$ cat src/rtl/serial_adder_subtractor.sv
// Bit-serial two's-complement add/sub, LSB-first: w_SUM 1 cycle after each digit, b_RESULT/w_DONE 1 cycle after the last digit; no backpressure.
// Define SERIAL_ADDER_OVF_EN to register a signed-overflow flag on w_OVF (tied 0 otherwise).
module serial_adder_subtractor #(
    parameter int WORD_LENGTH = 32,
    parameter int CNT_W       = $clog2(WORD_LENGTH)
) (
    input  logic                 w_CLK,
    input  logic                 w_RST,
    input  logic                 w_START,
    input  logic                 w_A,
    input  logic                 w_B,
    input  logic                 w_SUB,
    output logic                 w_SUM,
    output logic                 w_BUSY,
    output logic                 w_DONE,
    output logic                 w_CARRY_OUT,
    output logic [0:WORD_LENGTH-1] b_RESULT,
    output logic                 w_OVF
);

    localparam logic [0:0] IDLE = 1'b0;
    localparam logic [0:0] RUN  = 1'b1;

    logic [0:0]             state;
    logic [CNT_W-1:0]       cnt;
    logic                   carry_q;
    logic                   mode;
    logic [0:WORD_LENGTH-1] shadow;

    logic                   mode_eff;
    logic                   b_eff;
    logic                   cin;
    logic                   s;
    logic                   cnew;
    logic                   last;
    logic [0:WORD_LENGTH-1] shadow_next;

    // w_START always wins: it restarts the word using the freshly sampled mode.
    always_comb begin
        mode_eff    = w_START ? w_SUB : mode;
        b_eff       = w_B ^ mode_eff;
        cin         = w_START ? w_SUB : carry_q;
        s           = w_A ^ b_eff ^ cin;
        cnew        = (w_A & b_eff) | (w_A & cin) | (b_eff & cin);
        last        = (state == RUN) && !w_START && (cnt == CNT_W'(WORD_LENGTH - 1));
        shadow_next = shadow;
        if (w_START) begin
            shadow_next[0] = s;
        end else if (state == RUN) begin
            shadow_next[cnt] = s;
        end
    end

    assign w_BUSY = (state == RUN);

    always_ff @(posedge w_CLK) begin
        if (w_RST) begin
            state       <= IDLE;
            cnt         <= '0;
            carry_q     <= 1'b0;
            mode        <= 1'b0;
            shadow      <= '0;
            w_SUM       <= 1'b0;
            w_DONE      <= 1'b0;
            w_CARRY_OUT <= 1'b0;
            b_RESULT    <= '0;
        end else begin
            w_DONE <= 1'b0;
            w_SUM  <= 1'b0;
            if (w_START) begin
                mode    <= w_SUB;
                carry_q <= cnew;
                shadow  <= shadow_next;
                w_SUM   <= s;
                cnt     <= CNT_W'(1);
                state   <= RUN;
            end else if (state == RUN) begin
                carry_q <= cnew;
                shadow  <= shadow_next;
                w_SUM   <= s;
                cnt     <= cnt + 1'b1;
                if (last) begin
                    b_RESULT    <= shadow_next;
                    w_CARRY_OUT <= cnew;
                    w_DONE      <= 1'b1;
                    cnt         <= '0;
                    state       <= IDLE;
                end
            end
        end
    end

`ifdef SERIAL_ADDER_OVF_EN
    // On the MSB digit the carry FF holds the carry into the MSB.
    always_ff @(posedge w_CLK) begin
        if (w_RST) begin
            w_OVF <= 1'b0;
        end else if (last) begin
            w_OVF <= carry_q ^ cnew;
        end
    end
`else
    assign w_OVF = 1'b0;
`endif

endmodule

$ cat config.mk
export PLATFORM = sky130hd
export DESIGN_NAME = serial_adder_subtractor
export DESIGN_NICKNAME = d
export VERILOG_FILES = /design/src/rtl/serial_adder_subtractor.sv
export SDC_FILE = /design/constraint.sdc
export NUM_CORES = 1
export LEC_CHECK = 0
export CELL_PAD_IN_SITES_DETAIL_PLACEMENT = 1
export CELL_PAD_IN_SITES_GLOBAL_PLACEMENT = 1
export CORE_ASPECT_RATIO = 1.1
export CORE_MARGIN = 1.5
export CORE_UTILIZATION = 47
export CTS_CLUSTER_SIZE = 20
export DETAILED_ROUTE_END_ITERATION = 8
export MAX_ROUTING_LAYER = met4
export PLACE_DENSITY = 0.91
export SETUP_SLACK_MARGIN = 0.5
export SLEW_MARGIN = 20
export SYNTH_ARGS = -nofsm -noshare
export SYNTH_HDL_FRONTEND = slang
export SYNTH_SLANG_ARGS = --single-unit
export TNS_END_PERCENT = 30
$ cat constraint.sdc
create_clock -name w_CLK -period 4.05 [get_ports w_CLK]
set_input_delay 0.6075 -clock w_CLK [delete_from_list [all_inputs] [get_ports w_CLK]]
set_output_delay 0.6075 -clock w_CLK [all_outputs]
set_load 0.02 [all_outputs]
==> metrics.md, run 1 <==
| Metric | Value |
|---|---|
| Share of layout cells above drive strength 1 | 11.5% |
| Clk sinks | 75 |
| Postcts setup bufs | 0 |
| First-pass GRT wire length | 15300 um |
| Nets | 372 |
| PortBufs | 41 |
| RePlAce Congestion | 0.724 |
| Number of synthesized register bits | 75 |
| Drt initial violations | 124 |
| GRT Util Overall | 24.8% |
| Wire length per cell | 20.8 um |
| Startpoint Class | input pin |
| HPWL Detailed | 5500 um |
| DRC viols | 0 |
| Yosys warning count | 0 |
| Syn Nets | 365 |
| WL met2 | 4740 um |
| Post-Syn Area | 0.00357 mm2 |
| Clk pwr share | 45.5% |
| Flop pwr share | 44.9% |
| Worst skew pair latency | 350 ps |
| Multi-input combinational cell area | 0.00173 mm2 |
| Critical path capture point type | flip-flop |
| Final worst slack | 1420 ps |
| Fill cells | 782 |
| Final Hold Viols | 0 |
| GRT overflow | 0 |
| Vias/cell | 6.53 |
| Setup TNS | 0 ps |
| Layout Skew | 8.56 ps |
| MaxCap Viol Count | 0 |
| Die footprint | 0.00813 mm2 |
| Clock tree from TritonCTS | built |
| Slew HR | 28.5% |
| Max H-tree Level | 3 |
| Max-slew violation count | 0 |
| Met3 wire len | 400 um |
| Number of global-route vias before repair | 2982 |
| CP Data Arrival Time | 2880 ps |
| Int Power | 0.00126 W |
| Max layer used | met4 |
| First drt pass iteration count | 6 |
| Combinational share of power | 9.6% |
| RSZ-0062 raised after global routing | false |
| CP max stage delay | 580 ps |
| Hold Buf Count CTS | 0 |
| Mapped Cells | 353 |
| Critical-path cell list | clkdlybuf4s50_1 > mux2i_1 > xor2_1 > fa_2 > buf_12 > nand3_1 > a32o_1 |
| Synth async-reset ratio | 0% |
| Layout area overhead | 14.9% |
| Register area | 0.00150 mm2 |
| Peak VDD IR | 0.177 mV |
| Met1 wire length | 4060 um |
| Via total after detailed routing | 2950 |
| WS Path Type | input pin to flip-flop |
| Clock Tree Root | clkbuf_8 |
| FP Rows | 33 |
| Initial Util | 48.3% |
| Maximum buffer depth of the clock tree | 2 |
| Period Utilization, post-route | 64.9% |
| IO Pins | 43 |
| Post-synthesis sequential area ratio | 42.0% |
| Leak pwr | 1.59 nW |
| Post-route ant nets | 0 |
| Hold/Removal Path Class | flip-flop to flip-flop |
| Initial antenna violation count | 0 |
| Pre-CTS setup slack | 1100 ps |
| Largest net degree at the start of global routing | 66 |
| Netlist cell types | 41 |
| Resize count post-CTS | 0 |
| Final Non-Filler Cells | 452 |
| WL final | 9400 um |
| Top_reg_cell synth | dfxtp_1 |
| PwrDens | 407 mW/mm2 |
| Max Clk Rate | 380 MHz |
| Antenna diode count | 0 |
| CTS buffer count | 9 |
| Placed Cells incl. Taps | 436 |
| Post-synth EDFFs | 0 |
| Worst-Margin Slew | 1060 ps |
| Clock transition at path regs | 80 ps |
| CP max FO | 65 |
| Die extent in x | 86.1 um |
| # setup viols final | 0 |
| Worst path required time | 4300 ps |
| Syn Area/Cell | 10.1 um2 |
| NetSw | 0.000406 W |
| Crit path max-delay cell type | fa_2 |
| Sw frac | 24.3% |
| Final min period | 2630 ps |
| Core ar. | 0.00739 mm2 |
| Die Y | 94.4 um |
| Status | finished, final reports clean |
logic make-up (layout without fill, tap and decap cells):
family | count (synthesis) | count (layout) | synth area share [%]
flops | 75 | 75 | 42.0
fa+ha+maj | 6 | 6 | 2.31
xor+xnor | 2 | 2 | 0.491
mux | 2 | 2 | 0.561
simple gates | 73 | 73 | 12.6
other cells | 1 | 1 | 0.105
buf+inv | 57 | 69 | 9.78
compound gates | 137 | 137 | 32.1
layout by cell type (no fill, tap or decap), types with 9 or more instances in the layout:
| cell type | netlist | layout |
|---|---|---|
| a21o_1 | 32 | 32 |
| a21oi_1 | 9 | 9 |
| a311oi_1 | 23 | 23 |
| a31oi_1 | 23 | 23 |
| a32o_1 | 31 | 31 |
| clkbuf_8 | 0 | 9 |
| clkdlybuf4s50_1 | 0 | 41 |
| dfxtp_1 | 75 | 75 |
| nand3_1 | 31 | 31 |
| nor2_1 | 10 | 9 |
metal layers:
| layer | up-vias | GRT usage [%] |
|---|---|---|
| met5 | - | - |
| met4 | 0 | 10.3 |
| met3 | 15 | 3.23 |
| met2 | 72 | 41.6 |
| met1 | 1482 | 30.1 |
| li1 | 1381 | - |
metrics by stage:
step           hold WS [ps]  total power (W)  utilization [%]  instance area [um2]
2_1_floorplan           473         0.000880                -                 3570
3_3_place_gp            451         0.000920             51.9                 3840
3_5_place_dp            457         0.000926             51.9                 3840
4_1_cts                 475          0.00168             55.5                 4100
5_1_grt                 480          0.00172             55.5                 4100
6_report                468          0.00167             55.5                 4100
power groups by stage:
stage / combinational, W / sequential [W] / clock, W
CTS: 0.000157 / 0.000751 / 0.000772
detailed placement: 0.000158 / 0.000768 / 0
global route: 0.000170 / 0.000752 / 0.000797
floorplan: 0.000113 / 0.000767 / 0
finish: 0.000160 / 0.000751 / 0.000760
global placement: 0.000153 / 0.000767 / 0
cells in the mapped netlist (3+ instances only):
master,n,area share (%)
dfxtp_1,75,42
a21o_1,32,6.7
a32o_1,31,8.7
nand3_1,31,4.3
a311oi_1,23,5.6
a31oi_1,23,4.0
buf_2,17,2.4
clkbuf_1,14,1.5
buf_6,10,3.2
nor2_1,10,1.1
a21oi_1,9,1.3
buf_4,9,1.9
a311oi_2,8,3.4
nor2b_1,6,1.1
a211oi_1,5,1.1
and3b_1,5,1.2
ha_1,5,1.8
nor3_1,5,0.70
clkbuf_2,4,0.56
inv_1,3,0.32
nor3b_4,3,1.6
state kept, by name (all words and copies together), names as in the netlist:
register     cells
cnt              5
w_CARRY_OUT      1
carry_q          1
w_SUM            1
shadow          32
w_BUSY           1
mode             1
w_DONE           1
b_RESULT        32
worst max-delay path: cells and delay by family:
family                   cells  cell delay (ps)
AND/OR/NAND/NOR              1              160
multiplexers                 1              280
XOR/XNOR                     1              140
buffers and inverters        2              770
AO/OA/AOI/OAI                1              300
adder cells (fa/ha/maj)      1              580
final timing paths:
| kind | startpoint | slack, ps | cells after the start | end |
|---|---|---|---|---|
| setup / recovery | w_START | 1420 | 7 | b_RESULT[13] |
| hold / removal | b_RESULT[20] | 470 | 1 | b_RESULT[20] |
| setup reg to reg | cnt[0] | 1470 | 6 | b_RESULT[19] |
| hold reg to reg | b_RESULT[20] | 470 | 1 | b_RESULT[20] |
cell type report:
cell class	instances	area share (%)
inverter	3	0.274
tap	87	2.65
timing repair buffer	50	12.0
clock buffer	10	3.11
multi-input combinational	221	42.1
sequential	75	36.6
clock inverter	6	3.35
(Power assumes the default switching activity.)
==> run 2, diff against run 1 <==
--- a/config.mk
+++ b/config.mk
@@ -9,11 +9,11 @@
 export CELL_PAD_IN_SITES_GLOBAL_PLACEMENT = 1
 export CORE_ASPECT_RATIO = 1.1
 export CORE_MARGIN = 1.5
-export CORE_UTILIZATION = 47
+export CORE_UTILIZATION = 43
 export CTS_CLUSTER_SIZE = 20
 export DETAILED_ROUTE_END_ITERATION = 8
 export MAX_ROUTING_LAYER = met4
-export PLACE_DENSITY = 0.91
+export PLACE_DENSITY = 0.85
 export SETUP_SLACK_MARGIN = 0.5
 export SLEW_MARGIN = 20
 export SYNTH_ARGS = -nofsm -noshare
==> constraint.sdc (replaced) <==
create_clock -name w_CLK -period 2.75 [get_ports w_CLK]
set_input_delay 0.4125 -clock w_CLK [delete_from_list [all_inputs] [get_ports w_CLK]]
set_output_delay 0.4125 -clock w_CLK [all_outputs]
set_load 0.02 [all_outputs]
==> metrics.md, run 2 (same netlist as run 1, synthesis figures left out) <==
| Metric | Value |
|---|---|
| Status | finished, final reports clean |
| FF-to-FF Start | cnt[0] |
| Max Clk Rate | 466 MHz |
| Maximum buffer depth of the clock tree | 2 (unchanged) |
| Met1 wire length | 4420 um (+9.0%) |
| Top delay family on crit path | simple AND/OR/NAND/NOR gates |
| Worst path required time | 3010 ps (-1290 ps) |
| Worst hold path depth | 1 (unchanged) |
| First drt pass iteration count | 4 (-2) |
| Most frequent cells in the layout | dfxtp_1 (75), clkdlybuf4s50_1 (39), a21o_1 (32), nand3_1 (31), a32o_1 (31) |
| Share of layout cells above drive strength 1 | 15.8% (+4.3 points) |
| Slew HR | 52.1% (+24 points) |
| Core ar. | 0.00800 mm2 (+8.2%) |
| Critical path capture point type | flip-flop |
| Vias/cell | 6.16 (-5.7%) |
| Reg2Reg Depth | 7 (+1) |
| Die footprint | 0.00886 mm2 (+9.0%) |
| Largest net degree at the start of global routing | 28 (-58%) |
| # setup viols final | 0 (unchanged) |
| Leak pwr | 1.68 nW (+5.2%) |
| Layout Skew | 9.44 ps (+0.881 ps) |
| RePlAce Congestion | 0.826 (+14%) |
| GRT overflow | 0 (unchanged) |
| Reg2reg end | b_RESULT[9] |
| GRT Util Overall | 25.3% (+0.53 points) |
| Clk sinks | 75 (unchanged) |
| Clock Tree Root | clkbuf_8 |
| CP max FO | 17 (-74%) |
| Met3 wire len | 407 um (+1.8%) |
| Top flop regs | b_RESULT x32, shadow x32, cnt x5 |
| Via total after detailed routing | 3004 (+1.8%) |
| WL final | 10300 um (+10%) |
| WS Path Type | flip-flop to flip-flop |
| Setup TNS | 0 ps (unchanged) |
| Final Hold Viols | 0 (unchanged) |
| Worst R2R Setup Slack | 610 ps (-860 ps) |
| Antenna diode count | 0 (unchanged) |
| CP max stage delay | 440 ps (-140 ps) |
| RSZ-0062 raised after global routing | false |
| PortBufs | 41 (unchanged) |
| Initial antenna violation count | 0 (unchanged) |
| Clock tree from TritonCTS | built |
| Worst-Margin Slew | 709 ps (-355 ps) |
| Hold/Removal Path Class | flip-flop to flip-flop |
| CTS buffer count | 9 (unchanged) |
| Initial Util | 44.6% (-3.7 points) |
| Most common cell after layout, fill and taps aside | dfxtp_1 |
| Peak VDD IR | 0.285 mV (+61%) |
| Hold_sp | b_RESULT[20] |
| Max-slew violation count | 0 (unchanged) |
| PwrDens | 545 mW/mm2 (+34%) |
| MaxCap Viol Count | 0 (unchanged) |
| IO Pins | 43 (unchanged) |
| Clock transition at path regs | 80 ps (about the same) |
| Max layer used | met4 |
| Post-route ant nets | 0 (unchanged) |
| Crit path max-delay cell type | dfxtp_1 |
| WL met2 | 5300 um (+12%) |
| Layout area overhead | 20.0% |
| CP Data Arrival Time | 2400 ps (-480 ps) |
| Hold EP | b_RESULT[20] |
| Die extent in x | 89.9 um (+4.4%) |
| Critical-path cell list | ha_1 > and3_1 > ha_1 > and3b_2 > nor2_2 > buf_4 > a32o_1 |
| Final min period | 2140 ps |
| Worst path bufs/invs | 1 (-1) |
| Overall Power | 0.00234 W (+40%) |
| Worst skew pair latency | 370 ps (+20 ps) |
| CP dominant cell by count | ha_1 |
| Die Y | 98.6 um (+4.4%) |
| Period Utilization, post-route | 78.0% |
| Drt initial violations | 143 (+15%) |
| First-pass GRT wire length | 17000 um (+11%) |
| Nets | 387 (+4.0%) |
| Hold Buf Count CTS | 0 (unchanged) |
| Max H-tree Level | 3 (unchanged) |
| Startpoint Class | flip-flop |
| Wire length per cell | 21.2 um (+1.9%) |
| Number of global-route vias before repair | 3207 (+7.5%) |
| FP Rows | 34 (+3.0%) |
| HPWL Detailed | 5830 um (+6.1%) |
| DRC viols | 0 (unchanged) |
-- run 2: how the worst max path moves through the flow --
| stage | from | end | slack [ps] | cells after the start |
|---|---|---|---|---|
| 2_1_floorplan | w_START | shadow[10] | 470 | 8 |
| 3_3_place_gp | w_START | b_RESULT[5] | 110 | 7 |
| 3_5_place_dp | w_START | b_RESULT[28] | 50 | 7 |
| 4_1_cts | cnt[0] | b_RESULT[26] | 550 | 7 |
| 5_1_grt | w_START | shadow[4] | 500 | 6 |
| 6_report | cnt[0] | b_RESULT[9] | 610 | 7 |
-- run 2: layer usage --
layer  up-vias  track usage (%)
li1       1413                -
met1      1496             28.9
met2        75             43.6
met3        20             4.86
met4         0             10.5
met5         -                -
-- run 2: repair_timing --
item,4_1_cts,5_1_grt
resized for setup,5,1
setup buffers,4,0
pin swaps,2,0
setup endpoints to repair,33,32
gates cloned,3,0
-- run 2: area by class of cell --
cell class,instances,area [um2]
sequential,75,1500
clock buffer,10,138
multi-input combinational,222,1740
tap,108,135
timing repair buffer,64,692
inverter,3,11.3
clock inverter,6,65.1
fill,903,3710
-- run 2: through the flow --
stage | hold slack (ps) | util (%) | setup WS, ps | cell area [um2] | std cells
5_1_grt | 490 | 53.6 | 500 | 4290 | 488
2_1_floorplan | 477 | - | 468 | 3630 | 353
6_report | 469 | 53.6 | 606 | 4290 | 488
3_5_place_dp | 454 | 49.3 | 50.0 | 3940 | 465
3_3_place_gp | 450 | 49.3 | 107 | 3940 | 465
4_1_cts | 474 | 53.6 | 550 | 4290 | 488
-- run 2: worst register-to-register path: cells and delay by family, from the launching register on --
family / cells / cell delay, ps
and+or+nand+nor: 3 / 590
adders and majority gates: 2 / 550
DFF: 1 / 440
buffers and inverters: 1 / 230
AOI/OAI and AO/OA: 1 / 230
-- run 2: report_power, final --
part           switching [W]  leakage, nW  total [W]  internal (W)
Combinational       0.000196        0.968   0.000355      0.000159
Clock               0.000433        0.102   0.000876      0.000443
Sequential         0.0000106        0.606    0.00111       0.00110
==> run 3, diff against run 2 <==
==> constraint.sdc (replaced) <==
create_clock -name w_CLK -period 2.01 [get_ports w_CLK]
set_input_delay 0.3015 -clock w_CLK [delete_from_list [all_inputs] [get_ports w_CLK]]
set_output_delay 0.3015 -clock w_CLK [all_outputs]
set_load 0.02 [all_outputs]
==> metrics.md, run 3 (same netlist as run 1, synthesis figures left out) <==
| Metric | Value |
|---|---|
| First drt pass iteration count | 5 (+1) |
| Via total after detailed routing | 3386 (+13%) |
| Leak pwr | 2.52 nW (+50%) |
| Max-slew violation count | 0 (unchanged) |
| WS Path Type | input pin to flip-flop |
| Initial antenna violation count | 0 (unchanged) |
| Post-route ant nets | 0 (unchanged) |
| Pre-CTS setup slack | -541 ps (-591 ps) |
| Clock tree from TritonCTS | built |
| Startpoint Class | input pin |
| Finished Cell Area | 0.00500 mm2 (+17%) |
| Final min period | 2080 ps |
| Wire length per cell | 26.3 um (+24%) |
| Largest net degree at the start of global routing | 29 (+3.6%) |
| Worst-Margin Slew | 504 ps (-205 ps) |
| Number of global-route vias before repair | 3338 (+4.1%) |
| Share of layout cells above drive strength 1 | 32.8% (+17 points) |
| Drt initial violations | 205 (+43%) |
| Status | finished with violations |
| FP Rows | 34 (unchanged) |
| Slew HR | 66.4% (+14 points) |
| Most common cell after layout, fill and taps aside | dfxtp_1 |
| Max H-tree Level | 3 (unchanged) |
| RSZ-0062 raised after global routing | true |
| Vias/cell | 6.60 (+7.2%) |
| Die footprint | 0.00886 mm2 (unchanged) |
| Max Clk Rate | 481 MHz |
| Fill cells | 859 (-4.9%) |
| IO Pins | 43 (unchanged) |
| PortBufs | 41 (unchanged) |
| NetSw | 0.000998 W (+56%) |
| Core ar. | 0.00800 mm2 (unchanged) |
| WL final | 13500 um (+30%) |
| Most frequent cells in the layout | dfxtp_1 (72), dlymetal6s2s_1 (36), a21o_1 (32), a311oi_2 (31), a32o_1 (31) |
| Die Y | 98.6 um (unchanged) |
| RePlAce Congestion | 0.841 (+1.8%) |
| Final worst slack | -66.9 ps (-673 ps) |
| Overall Power | 0.00339 W (+45%) |
| Clk sinks | 75 (unchanged) |
| Period Utilization, post-route | 103% |
| HPWL Detailed | 6330 um (+8.6%) |
| Hold Buf Count CTS | 0 (unchanged) |
| Final Hold Viols | 0 (unchanged) |
| Flop pwr share | 44.6% (-2.7 points) |
| Worst skew pair latency | 360 ps (about the same) |
| Die extent in x | 89.9 um (unchanged) |
| Cell Area, Placed | 0.00419 mm2 (+6.4%) |
| Combinational share of power | 19.3% (+4.1 points) |
| GRT Util Overall | 26.8% (+1.5 points) |
| # setup viols final | 17 (+17) |
| Int Power | 0.00239 W (+41%) |
| First-pass GRT wire length | 18200 um (+7.2%) |
| DRC viols | 0 (unchanged) |
| Sw frac | 29.5% (+2.1 points) |
| Clock Tree Root | clkbuf_8 |
| Core Util, Final | 62.5% (+8.9 points) |
| CP max FO | 16 (-1) |
| Hold/Removal Path Class | flip-flop to flip-flop |
| Clock transition at path regs | 80 ps (about the same) |
| Nets | 412 (+6.5%) |
| Initial Util | 44.6% (unchanged) |
| MaxCap Viol Count | 0 (unchanged) |
| GRT overflow | 0 (unchanged) |
| Worst path required time | 2270 ps (-740 ps) |
| Clk pwr share | 36.1% (-1.4 points) |
| CP Data Arrival Time | 2330 ps (-70 ps) |
| Violated checks | negative setup slack |
| Register area | 0.00151 mm2 (+0.25%) |
| Critical path capture point type | flip-flop |
| Antenna diode count | 0 (unchanged) |
| PwrDens | 677 mW/mm2 (+24%) |
| Layout area overhead | 40.0% |
| CTS buffer count | 9 (unchanged) |
| Layout Skew | 15.9 ps (+6.49 ps) |
| Multi-input combinational cell area | 0.00205 mm2 (+18%) |
| Maximum buffer depth of the clock tree | 2 (unchanged) |
| Top flop regs | b_RESULT x32, shadow x32, cnt x5 |
| Peak VDD IR | 0.355 mV (+24%) |
run 3: cell types whose count changed in the layout (fill, tap and decap cells not counted), moves of 3 or more:
cell / before / now
clkdlybuf4s50_1: 39 / 3
a311oi_1: 23 / 0
buf_6: 1 / 6
nand3_1: 31 / 22
dfxtp_1: 75 / 72
a311oi_2: 8 / 31
nand3_2: 0 / 9
dlymetal6s2s_1: 0 / 36
buf_4: 15 / 25
dfxtp_2: 0 / 3
buf_12: 5 / 13
run 3: stage by stage:
step                      std cells  hold slack (ps)  setup TNS (ps)
after floorplan                 353              464           -4550
after global placement          487              450          -26970
after detailed placement        487              454          -28590
after CTS                       509              401               0
after global routing            513              485           -2450
final                           513              465            -369
run 3: routing by layer:
metal | track usage, % | up-vias | wire length, um
met1 | 31.2 | 1734 | 5470
met4 | 11.7 | 0 | 357
met3 | 3.63 | 34 | 645
met2 | 46.2 | 151 | 7010
li1 | - | 1467 | -
met5 | - | - | 0
run 3: power groups by stage:
stage          Clock (W)  Sequential, W  Combinational [W]
6_report         0.00122        0.00151           0.000654
4_1_cts          0.00120        0.00151           0.000488
3_3_place_gp           0        0.00154           0.000383
3_5_place_dp           0        0.00154           0.000390
5_1_grt          0.00128        0.00151           0.000676
2_1_floorplan          0        0.00155           0.000270
run 3: critical path, stage by stage:
cell and delay (ps):
clkdlybuf4s15_1 280, mux2i_4 310, xor2_2 240, fa_2 530
buf_12 200, buf_12 160, a311oi_2 300
run 3: final cells by class:
| class | instances | share of cell area [%] |
|---|---|---|
| flip-flops and latches | 75 | 30.1 |
| clock buffers | 10 | 2.75 |
| repair buffers | 89 | 21.9 |
| inverters | 3 | 0.225 |
| multi-input cells | 222 | 41.0 |
| clock inverters | 6 | 1.28 |
| well taps | 108 | 2.70 |
run 3: path summary, 6_finish.rpt:
check,startpoint,endpoint,slack (ps),cells past startpoint
min,b_RESULT[27],b_RESULT[27],470,1
max reg2reg,mode,shadow[31],-50,6
min reg2reg,b_RESULT[27],b_RESULT[27],470,1
max,w_START,shadow[31],-70,7
run 3: repair_timing:
item                       in CTS  in global routing
resized for setup              16                 96
setup endpoints to repair     107                110
cloned                          3                  1
pin swaps                       2                 27
buffers inserted                3                  3
==> RTL change, RTL diff (config.mk and constraints of run 2) <==
Register the inputs `w_START`, `w_A`, `w_B` and `w_SUB` before use. The logic sees them one clock later.
--- a/src/rtl/serial_adder_subtractor.sv
+++ b/src/rtl/serial_adder_subtractor.sv
@@ -21,6 +21,18 @@
     localparam logic [0:0] IDLE = 1'b0;
     localparam logic [0:0] RUN  = 1'b1;
 
+    logic w_START_q;
+    logic w_A_q;
+    logic w_B_q;
+    logic w_SUB_q;
+
+    always_ff @(posedge w_CLK) begin
+        w_START_q <= w_START;
+        w_A_q     <= w_A;
+        w_B_q     <= w_B;
+        w_SUB_q   <= w_SUB;
+    end
+
     logic [0:0]             state;
     logic [CNT_W-1:0]       cnt;
     logic                   carry_q;
@@ -37,14 +49,14 @@
 
     // w_START always wins: it restarts the word using the freshly sampled mode.
     always_comb begin
-        mode_eff    = w_START ? w_SUB : mode;
-        b_eff       = w_B ^ mode_eff;
-        cin         = w_START ? w_SUB : carry_q;
-        s           = w_A ^ b_eff ^ cin;
-        cnew        = (w_A & b_eff) | (w_A & cin) | (b_eff & cin);
-        last        = (state == RUN) && !w_START && (cnt == CNT_W'(WORD_LENGTH - 1));
+        mode_eff    = w_START_q ? w_SUB_q : mode;
+        b_eff       = w_B_q ^ mode_eff;
+        cin         = w_START_q ? w_SUB_q : carry_q;
+        s           = w_A_q ^ b_eff ^ cin;
+        cnew        = (w_A_q & b_eff) | (w_A_q & cin) | (b_eff & cin);
+        last        = (state == RUN) && !w_START_q && (cnt == CNT_W'(WORD_LENGTH - 1));
         shadow_next = shadow;
-        if (w_START) begin
+        if (w_START_q) begin
             shadow_next[0] = s;
         end else if (state == RUN) begin
             shadow_next[cnt] = s;
@@ -67,8 +79,8 @@
         end else begin
             w_DONE <= 1'b0;
             w_SUM  <= 1'b0;
-            if (w_START) begin
-                mode    <= w_SUB;
+            if (w_START_q) begin
+                mode    <= w_SUB_q;
                 carry_q <= cnew;
                 shadow  <= shadow_next;
                 w_SUM   <= s;
Formal check against the unedited RTL: not equivalent (Yosys sat finds a counterexample within 4 cycles, from zero or initial values and one cycle with w_RST high).
==> RTL change against run 2 <==
Final area down 0.88%. Sequential cell count up 4. Highest routed layer unchanged. Power up 1.9%. Clock skew up 4.3 ps. Hold slack better by 2.7 ps. Via count down 0.60%. Critical endpoint is now b_RESULT[8]$_SDFFE_PP0P_. Worst setup slack worse by 2.7 ps. Largest power group unchanged. Routed wire length down 8.4%. Non-clock buffer count down 6. Count of clock-buffer cells in the layout down 1. Synthesized area up 2.2%.
==> RTL change: results (changes against run 2) <==
| Metric | Value |
|---|---|
| Status | `completed` |
| Crit-path max FO | `33 (+16)` |
| Max VDD drop | `248.2 uV (-13%)` |
| First-pass GRT wire length | `15,280 um (-10%)` |
| Syn nets | `369 (+1.1%)` |
| Layout cell share with drive strength beyond 1 | `13.83% (-2.0 points)` |
| Synth Area per Inst | `10.22 um^2 (+1.1%)` |
| Dpl ws | `259.1 ps (+209.1 ps)` |
| Worst EP arrival | `2400 ps (about the same)` |
| Post-synth cell types | `42 (+2.4%)` |
| FF-to-FF path depth | `6 (-1)` |
| Register area share after synthesis | `43.33% (+1.3 points)` |
| CTS root buf | `clkbuf_8` |
| Placer Congestion | `0.7835 (-5.2%)` |
| Rel. slew slack | `49.98% (-2.1 points)` |
| Vias | `2,986 (-0.60%)` |
| First DRT Iteration DRCs | `140 (-2.1%)` |
| Most common library cells after synthesis | `dfxtp_1, a21o_1, a32o_1, nand3_1` |
| Dpl hpwl | `5746 um (-1.5%)` |
| GR Util All Layers | `21.89% (-3.4 points)` |
| Hold depth | `1 (unchanged)` |
| Fill count | `927 (+2.7%)` |
| Via-per-instance ratio | `6.131 (-0.40%)` |
| Post-placement cell count | `470 (+1.1%)` |
| Layout Nets | `384 (-0.78%)` |
| Top cells by area, synth | `dfxtp_1, a32o_1, a21o_1, a311oi_1, nand3_1` |
| Ant diodes | `0 (unchanged)` |
| Reg clk slew, reported paths | `90 ps` |
| Largest net degree at the start of global routing | `66 (+140%)` |
| Leakage power | `1.648 nW (-1.7%)` |
[RTL change: cell count changes after synthesis, sizes merged]
cell / run 2 / this run
buf: 36 / 37
clkbuf: 18 / 17
dfxtp: 75 / 79
[RTL change: repair_timing]
action | 4_1_cts | 5_1_grt
buffers inserted | 1 | 0
cloned | 0 | 1
pin swaps | 1 | 0
setup endpoints to repair | 17 | 32
gates resized for setup | 1 | 2
[RTL change: cells by family (layout without fill, tap and decap cells)]
| group | count (synthesis) | count (layout) | share of synthesized area, % |
|---|---|---|---|
| AO/OA/AOI/OAI | 137 | 137 | 31.44 |
| flip-flops | 79 | 79 | 43.33 |
| AND/OR/NAND/NOR | 73 | 73 | 12.31 |
| buffers and inverters | 57 | 76 | 9.531 |
| adder cells (fa/ha/maj) | 6 | 6 | 2.263 |
| XOR/XNOR | 2 | 2 | 0.4800 |
| multiplexers | 2 | 2 | 0.5485 |
| other | 1 | 1 | 0.1027 |
[RTL change: final timing paths]
check                                                 end  slack (ps)                 startpoint
worst min-delay path            b_RESULT[18]$_SDFFE_PP0P_         470  b_RESULT[18]$_SDFFE_PP0P_
worst max register to register   b_RESULT[8]$_SDFFE_PP0P_         600          w_START_q$_DFF_P_
worst min register to register  b_RESULT[18]$_SDFFE_PP0P_         470  b_RESULT[18]$_SDFFE_PP0P_
worst max-delay path             b_RESULT[8]$_SDFFE_PP0P_         600          w_START_q$_DFF_P_
[RTL change: area by class of cell]
| cell class | instances | area (um^2) | share of cell area, % |
|---|---|---|---|
| Clock buffer | 9 | 123.9 | 2.915 |
| Clock inverter | 6 | 86.33 | 2.032 |
| Inverter | 3 | 11.26 | 0.2650 |
| Multi-Input combinational cell | 221 | 1735 | 40.84 |
| Sequential cell | 79 | 1582 | 37.22 |
| Tap cell | 111 | 138.9 | 3.269 |
| Timing Repair Buffer | 58 | 571.8 | 13.46 |
[RTL change: critical path: stages, from the launching register on]
cell and delay, ps:
dfxtp_1 360, buf_4 290, mux2i_1 140, fa_2 620, buf_12 210, nand3_1 110, a32o_1 280
[RTL change: metrics by stage]
stage / area, um^2 / utilization [%]
after global placement: 3996 / 48.03
after global routing: 4249 / 51.07
final: 4249 / 51.07
after floorplan: 3672 / -
after detailed placement: 3996 / 48.03
after CTS: 4219 / 50.71
[RTL change: power breakdown]
group	internal (mW)	switching, mW	total (mW)
clock network	0.504	0.435	0.939
logic	0.0931	0.182	0.275
registers	1.16	0.0114	1.17
[RTL change: metal layers]
| layer | wire length, um | global-route usage (%) |
|---|---|---|
| met4 | 157 | 9.255 |
| met5 | 0 | - |
| met3 | 286 | 2.982 |
| met1 | 4282 | 27.05 |
| met2 | 4755 | 35.97 |
